### src/rtl/gf180mcu_fd_sc_mcu9t5v0__pgrstseq.sv
// ---------------------------------------------------------------------------
// gf180mcu_fd_sc_mcu9t5v0__pgrstseq
//
// Power-good reset sequencer. It takes the asynchronous power-good level from
// the analog supply monitor and produces a clean, synchronous, debounced
// active-low reset for one power domain.
//
// The sequencer works in four steps:
//   - It synchronizes PG_IN.
//   - It requires STABLE_CYCLES consecutive good cycles before it releases reset.
//   - After a drop, it holds reset for at least HOLD_CYCLES.
//   - It flags brown-outs with a sticky FAULT bit.
//
// Ports:
//   CLK         in   rising-edge clock for every flop
//   RN          in   asynchronous active-low reset
//   PG_IN       in   asynchronous power-good level
//   CLR_FAULT   in   single-cycle synchronous pulse that clears FAULT
//   RSTN_OUT    out  registered active-low domain reset; high only in ON
//   STATE       out  FSM state: 00 OFF, 01 WAIT, 10 ON, 11 HOLD
//   FAULT       out  sticky brown-out flag, set on every ON->HOLD transition
//   GLITCH_CNT  out  saturating count of aborted debounce attempts
//
// Configuration macro:
//   GF180MCU_FD_SC_MCU9T5V0__PGRSTSEQ_GLITCH_CNT_EN
//     When this macro is defined, the glitch counter is built.
//     When it is undefined, GLITCH_CNT is tied to zero and the counter logic
//     is not built.
// ---------------------------------------------------------------------------
module gf180mcu_fd_sc_mcu9t5v0__pgrstseq #(
    parameter int SYNC_STAGES   = 2,
    parameter int STABLE_CYCLES = 16,
    parameter int HOLD_CYCLES   = 8,
    parameter int GLITCH_W      = 4
) (
    input  logic                CLK,
    input  logic                RN,
    input  logic                PG_IN,
    input  logic                CLR_FAULT,
    output logic                RSTN_OUT,
    output logic [1:0]          STATE,
    output logic                FAULT,
    output logic [GLITCH_W-1:0] GLITCH_CNT
);

    // The shared cycle counter must be able to reach both terminal counts.
    localparam int MAX_CYCLES = (STABLE_CYCLES > HOLD_CYCLES) ? STABLE_CYCLES : HOLD_CYCLES;
    localparam int CNT_W      = $clog2(MAX_CYCLES) + 1;

    localparam logic [CNT_W-1:0] STABLE_LAST = CNT_W'(STABLE_CYCLES - 1);
    localparam logic [CNT_W-1:0] HOLD_LAST   = CNT_W'(HOLD_CYCLES - 1);

    typedef enum logic [1:0] {
        ST_OFF  = 2'b00,
        ST_WAIT = 2'b01,
        ST_ON   = 2'b10,
        ST_HOLD = 2'b11
    } state_t;

    logic [SYNC_STAGES-1:0] sync_q;
    logic                   pg_s;
    state_t                 state_q;
    logic [CNT_W-1:0]       cnt_q;
    logic                   rstn_q;
    logic                   fault_q;

`ifdef GF180MCU_FD_SC_MCU9T5V0__PGRSTSEQ_GLITCH_CNT_EN
    logic [GLITCH_W-1:0]    glitch_q;
`endif

    // Multi-flop synchronizer for the analog power-good level.
    // New samples enter at bit 0.
    // The FSM looks only at the last stage, so metastability never reaches it.
    always_ff @(posedge CLK or negedge RN) begin
        if (!RN) begin
            sync_q <= '0;
        end else begin
            sync_q <= {sync_q[SYNC_STAGES-2:0], PG_IN};
        end
    end

    assign pg_s = sync_q[SYNC_STAGES-1];

    // Sequencer FSM with all outputs registered alongside the state.
    //
    // RSTN_OUT is updated on the same edge that enters or leaves ON. It
    // therefore tracks STATE==ON exactly and comes straight from a flop, so
    // it cannot glitch.
    //
    // The counter restarts from zero on every state change. WAIT and HOLD
    // both use it to time their dwell.
    //
    // FAULT clear is evaluated first and the ON->HOLD set is assigned later
    // in the same block. A set and a clear on the same edge therefore resolve
    // to set.
    always_ff @(posedge CLK or negedge RN) begin
        if (!RN) begin
            state_q  <= ST_OFF;
            cnt_q    <= '0;
            rstn_q   <= 1'b0;
            fault_q  <= 1'b0;
`ifdef GF180MCU_FD_SC_MCU9T5V0__PGRSTSEQ_GLITCH_CNT_EN
            glitch_q <= '0;
`endif
        end else begin
            if (CLR_FAULT) begin
                fault_q <= 1'b0;
            end

            case (state_q)
                ST_OFF: begin
                    if (pg_s) begin
                        state_q <= ST_WAIT;
                        cnt_q   <= '0;
                    end
                end

                ST_WAIT: begin
                    if (!pg_s) begin
                        // Power-good dropped before it was stable: abort the debounce.
                        state_q <= ST_OFF;
                        cnt_q   <= '0;
`ifdef GF180MCU_FD_SC_MCU9T5V0__PGRSTSEQ_GLITCH_CNT_EN
                        if (glitch_q != {GLITCH_W{1'b1}}) begin
                            glitch_q <= glitch_q + 1'b1;
                        end
`endif
                    end else if (cnt_q == STABLE_LAST) begin
                        state_q <= ST_ON;
                        cnt_q   <= '0;
                        rstn_q  <= 1'b1;
                    end else begin
                        cnt_q <= cnt_q + 1'b1;
                    end
                end

                ST_ON: begin
                    if (!pg_s) begin
                        state_q <= ST_HOLD;
                        cnt_q   <= '0;
                        rstn_q  <= 1'b0;
                        fault_q <= 1'b1;
                    end
                end

                ST_HOLD: begin
                    // HOLD ignores pg_s. Any recovery must restart the debounce from OFF.
                    if (cnt_q == HOLD_LAST) begin
                        state_q <= ST_OFF;
                        cnt_q   <= '0;
                    end else begin
                        cnt_q <= cnt_q + 1'b1;
                    end
                end

                default: begin
                    state_q <= ST_OFF;
                    cnt_q   <= '0;
                    rstn_q  <= 1'b0;
                end
            endcase
        end
    end

    assign STATE    = state_q;
    assign RSTN_OUT = rstn_q;
    assign FAULT    = fault_q;

`ifdef GF180MCU_FD_SC_MCU9T5V0__PGRSTSEQ_GLITCH_CNT_EN
    assign GLITCH_CNT = glitch_q;
`else
    assign GLITCH_CNT = '0;
`endif

endmodule
### config.mk
export PLATFORM = sky130hd
export DESIGN_NAME = gf180mcu_fd_sc_mcu9t5v0__pgrstseq
export DESIGN_NICKNAME = d
export VERILOG_FILES = /design/src/rtl/gf180mcu_fd_sc_mcu9t5v0__pgrstseq.sv
export SDC_FILE = /design/constraint.sdc
export NUM_CORES = 1
export LEC_CHECK = 0
export CAP_MARGIN = 20
export CORE_AREA = 5 5 42 44
export CTS_CLUSTER_SIZE = 16
export DETAILED_ROUTE_END_ITERATION = 7
export DIE_AREA = 0 0 47 49
export PLACE_DENSITY = 0.71
export SLEW_MARGIN = 15
export SYNTH_ARGS = -nofsm -noshare
export SYNTH_HDL_FRONTEND = slang
export SYNTH_SLANG_ARGS = --single-unit
### constraint.sdc
create_clock -name CLK -period 2.2 [get_ports CLK]
set_input_delay 0.33 -clock CLK [delete_from_list [all_inputs] [get_ports CLK]]
set_output_delay 0.33 -clock CLK [all_outputs]
set_load 0.03 [all_outputs]
==> results.yml, run 1 <==
status:
  status: "complete, no violations"
detailed_routing:
  routed_wl_um: 1020
  firstDrtPassIters: 4
  drcViolationCount: 0
  vias: 413
  drtAntennaViolNets: 0
  wl_per_cell_um: 12.9
  drt_iter0_drc: 14
  viasPerCell: 5.23
timing:
  setup_viol: 0
  postLayoutSetupSlackWorst_ns: 0.311
  slew_viol_final: 0
  finalCritPeriodShare_pct: 85.9
  slew_headroom_pct: 65.5
  fin_crit_ns: 1.89
  fin_setup_tns_ns: 0
  worst_pin_slew_ns: 0.516
  final-hold-violation-count: 0
  max_freq_mhz: 529
  finClkSkew_ns: 0.00459
  rsz0062_at_grt: "false"
critical_path:
  ff2ff_path_depth: 7
  crit_end: "STATE[0]"
  startpoint: "STATE[0]"
  crit_family: "buffers and inverters"
  arrival_ns: 1.56
  slowest_stage: "clkdlybuf4s50_1"
  r2r-end: "STATE[0]"
  cp.required_ns: 1.87
  rr_startpoint: "cnt_q[0]"
  crit_fanout: 11
  rrSetupSlack_ns: 0.49
  cp-start-kind: "flop"
  path_cells: "clkdlybuf4s50_1"
  path_class: "flop to output port"
  path_depth: 1
  end_kind: "output port"
  critPathBufInv: 1
  critPathMaxStageDelay_ns: 0.74
logic_synthesis:
  synth.area.top_cells: "dfrtp_1 (46%), ha_1 (6.3%), buf_4 (5.1%)"
  yosys-top-cells-count: "dfrtp_1 (11), inv_1 (5), buf_4 (4), o21ai_0 (4)"
  yosysWarnings: 0
  synth_edf_count: 0
  yosysTopAreaCellShare_pct: 46.3
  ys_seq_area_share_pct: 46.3
  ys_async_sr_fraction_pct: 100
  yosysTopAreaCell: "dfrtp_1"
  netlist_instances: 54
  ys_types: 25
  ys_ff_latch: 11
  synth.most_common_cell: "dfrtp_1"
  synth_area_um2: 594
  synth_ff_type: "dfrtp_1"
  avgSynthCellArea_um2: 11.0
flow_run:
  maxCapViolations: 0
global_route:
  grt_overflow: 0
  met3_usage_pct: 3.32
  grt.busiest_layer: "met2"
  grt_max_degree: 12
  gr-usage-met1_pct: 15.1
  grt_pass1_vias: 433
  grt_pass1_wl_um: 1900
  grt_util_met2_pct: 16.1
  antenna_found_initial: 0
  grt_use_total_pct: 11.5
die:
  start_util_pct: 42.4
  die_h_um: 49
  die_w_um: 47
  die_area_um2: 2300
  io_pins: 12
  rows: 14
  core_area_um2: 1400
placement:
  dp_hpwl_um: 782
  dpl.cell_count: 75
  port_buffers: 7
  pre_cts_slack_ns: 0.490
  gp_congestion: 0.713
cts:
  root_buffer: "clkbuf_4"
  cts_hold_buffers: 0
  ctsResizeCount: 0
  postCtsSetupBuffers: 0
  cts_tree: "yes"
  numCtsBuffers: 3
  htree_levels: 1
  clk_pin_slew_ns: 0.07
  clock_path_buffers: 2
  clk_latency_ns: 0.27
  clock-sinks: 11
layout:
  drive_above_1_share_pct: 12.7
  insertedDiodeCount: 0
  stdcell_count: 79
  area_delta_synth_final_pct: 15.6
  fin_nets: 71
power:
  p_leak_nw: 0.303
  ir_worst_vdd_mv: 0.434
  p_per_area_nw_per_um2: 811
hold_path:
  min_path_type: "flop to flop"
  hold_start: "sync_q[0]"
[flip-flops by register name, summed over array words and instances, names as in the netlist, named ones only]
register,flops
FAULT,1
RSTN_OUT,1
STATE,1
cnt_q,5
sync_q,2
[kinds of logic (layout without fill, tap and decap cells)]
family,Yosys count,count (layout),share of synthesized area (%)
simple gates,14,14,19.4
compound gates,12,12,13.7
flops,11,11,46.3
buf+inv,10,16,9.05
fa+ha+maj,3,3,6.32
xor+xnor,2,2,2.95
other cells,1,4,0.631
mux,1,1,1.68
[report_power, final]
group          leakage, nW  internal, mW  switching (mW)
registers            0.145         0.230          0.0476
logic                0.142        0.0618          0.0792
clock network       0.0150        0.0703          0.0680
[stage by stage]
step | instance area (um^2) | hold slack (ns) | power, mW | util (%)
CTS | 687 | 0.362 | 0.562 | 49.0
finish | 687 | 0.359 | 0.557 | 49.0
global route | 687 | 0.381 | 0.600 | 49.0
floorplan | 606 | 0.0344 | 0.383 | -
detailed placement | 661 | 0.348 | 0.423 | 47.1
global placement | 661 | 0.339 | 0.418 | 47.1
[layer usage]
layer  vias up  share of wire (%)
met3         3                5.8
met1       197                 45
met2        12                 47
met4         0                2.6
li1        201                  -
met5         -                  0
[cells in the final DEF (no fill, tap or decap), types with 2 or more instances in the layout]
cell type and count:
conb_1 4, o21ai_0 4, clkdlybuf4s50_1 7, a21oi_1 2
nand3_1 3, clkbuf_4 3, dfrtp_1 11, ha_1 3
xor2_1 2, o2bb2ai_1 3, inv_1 5, nand4b_1 2
[how the worst min path moves through the flow]
stage / slack, ns / endpoint / cells after the start
6_report: 0.36 / sync_q[1] / 0
2_1_floorplan: 0.03 / FAULT / 0
3_5_place_dp: 0.35 / sync_q[1] / 0
3_3_place_gp: 0.34 / sync_q[1] / 0
5_1_grt: 0.38 / sync_q[1] / 0
4_1_cts: 0.36 / sync_q[1] / 0
[layout make-up]
cell class	count	area, um^2
inverter	5	18.8
fill	142	714
clock buffer	4	26.3
sequential	11	275
tap	16	20.0
timing repair buffer	7	70.1
multi-input combinational	36	277
Power figures use the tool's default switching activity.
==> run 2, diff against run 1 <==
--- a/config.mk
+++ b/config.mk
@@ -6,10 +6,10 @@
 export NUM_CORES = 1
 export LEC_CHECK = 0
 export CAP_MARGIN = 20
-export CORE_AREA = 5 5 42 44
+export CORE_AREA = 2 2 39 41
 export CTS_CLUSTER_SIZE = 16
 export DETAILED_ROUTE_END_ITERATION = 7
-export DIE_AREA = 0 0 47 49
+export DIE_AREA = 0 0 41 43
 export PLACE_DENSITY = 0.71
 export SLEW_MARGIN = 15
 export SYNTH_ARGS = -nofsm -noshare
==> results.yml, run 2 (synthesis results as in run 1) <==
critical_path:
  path_depth: 1
  path_cells: "clkdlybuf4s50_1"
  cp.required_ns: 1.87
  end_kind: "output port"
  slowest_stage: "clkdlybuf4s50_1"
  ff2ff_path_depth: 7
  crit_family: "buffers and inverters"
  critPathBufInv: 1
  arrival_ns: 1.57
  startpoint: "STATE[0]"
  path_class: "flop to output port"
  critPathMaxStageDelay_ns: 0.74
  cp-start-kind: "flop"
  crit_fanout: 11
  rr_startpoint: "cnt_q[0]"
timing:
  slew_viol_final: 0
  fin_crit_ns: 1.90
  finalCritPeriodShare_pct: 86.3
  postLayoutSetupSlackWorst_ns: 0.302
  fin_setup_tns_ns: 0
  setup_viol: 0
  fin_hold_ws_ns: 0.361
  final-hold-violation-count: 0
  max_freq_mhz: 527
  rsz0062_at_grt: "false"
  finClkSkew_ns: 0.00569
placement:
  dpl_cell_area_um2: 661
  gp_congestion: 0.797
  dpl.cell_count: 75
  dp_hpwl_um: 727
  pre_cts_slack_ns: 0.444
  port_buffers: 7
layout:
  stdcell_area_um2: 688
  final_cell_mix: "dfrtp_1 (11), clkdlybuf4s50_1 (7), inv_1 (5), o21ai_0 (4), conb_1 (4)"
  largest_register: "cnt_q"
  stdcell_count: 79
  largest_registers: "cnt_q: 5 flops, sync_q: 2 flops"
  area_delta_synth_final_pct: 15.8
  drive_above_1_share_pct: 14.3
  n_fill_cell: 133
  largest_reg_flops: 5
  layout_commonest_cell: "dfrtp_1"
  insertedDiodeCount: 0
  fin_util_pct: 49.7
  fin_nets: 71
die:
  io_pins: 12
  die_area_um2: 1760
  start_util_pct: 42.9
  die_w_um: 41
  core_area_um2: 1380
  rows: 14
  die_h_um: 43
power:
  ir_worst_vdd_mv: 0.874
  totalPowerFinal_mw: 0.556
  p_per_area_nw_per_um2: 808
  p_leak_nw: 0.305
flow_run:
  maxCapViolations: 0
global_route:
  grt_use_total_pct: 14.2
  antenna_found_initial: 0
  grt_max_degree: 12
  grt_overflow: 0
  grt_pass1_vias: 368
  grt_pass1_wl_um: 1610
detailed_routing:
  drtAntennaViolNets: 0
  drt_iter0_drc: 5
  drcViolationCount: 0
  vias: 394
  viasPerCell: 4.99
  wl_per_cell_um: 12.0
  routed_wl_um: 945
  firstDrtPassIters: 3
cts:
  clock_path_buffers: 2
  clock-sinks: 11
  clk_latency_ns: 0.27
  clk_pin_slew_ns: 0.07
  cts_hold_buffers: 0
  root_buffer: "clkbuf_4"
  numCtsBuffers: 3
  cts_tree: "yes"
  postCtsSetupBuffers: 0
  ctsResizeCount: 0
  htree_levels: 1
status:
  status: "complete, no violations"
hold_path:
  hold_depth: 0
  min_path_type: "flop to flop"
  hold_start: "sync_q[0]"
==> run 2: cell types whose count changed in the layout (fill, tap and decap cells not counted), sizes merged <==
cell	before	now
clkinv	0	1
clkbuf	4	3
==> run 2: cell type report <==
cell class / instances / area (um^2) / share of cell area [%]
inverter: 5 / 18.8 / 2.73
clock inverter: 1 / 5.00 / 0.727
tap: 16 / 20.0 / 2.91
multi-input combinational: 36 / 277 / 40.2
sequential: 11 / 275 / 40.0
clock buffer: 3 / 22.5 / 3.27
timing repair buffer: 7 / 70.1 / 10.2
==> run 2: routing by layer <==
metal | up-vias | track usage, % | wire, um
li1 | 200 | - | -
met1 | 182 | 19.9 | 450
met2 | 8 | 18.8 | 438
met3 | 4 | 3.14 | 25
met4 | 0 | 10.0 | 30
met5 | - | 0 | 0
==> run 2: worst paths after layout <==
kind / endpoint / slack, ns
worst max-delay path: STATE[0] / 0.30
worst min-delay path: sync_q[1] / 0.36
worst max register to register: STATE[0] / 0.44
worst min register to register: sync_q[1] / 0.36
max in group asynchronous: cnt_q[4] / 1.51
min in group asynchronous: sync_q[1] / 0.37
==> run 2: power breakdown <==
group | internal, mW | switching [mW] | leakage, nW | total [mW]
Sequential | 0.230 | 0.0471 | 0.145 | 0.277
Combinational | 0.0619 | 0.0797 | 0.142 | 0.142
Clock | 0.0674 | 0.0699 | 0.0177 | 0.137
Total | 0.359 | 0.197 | 0.305 | 0.556
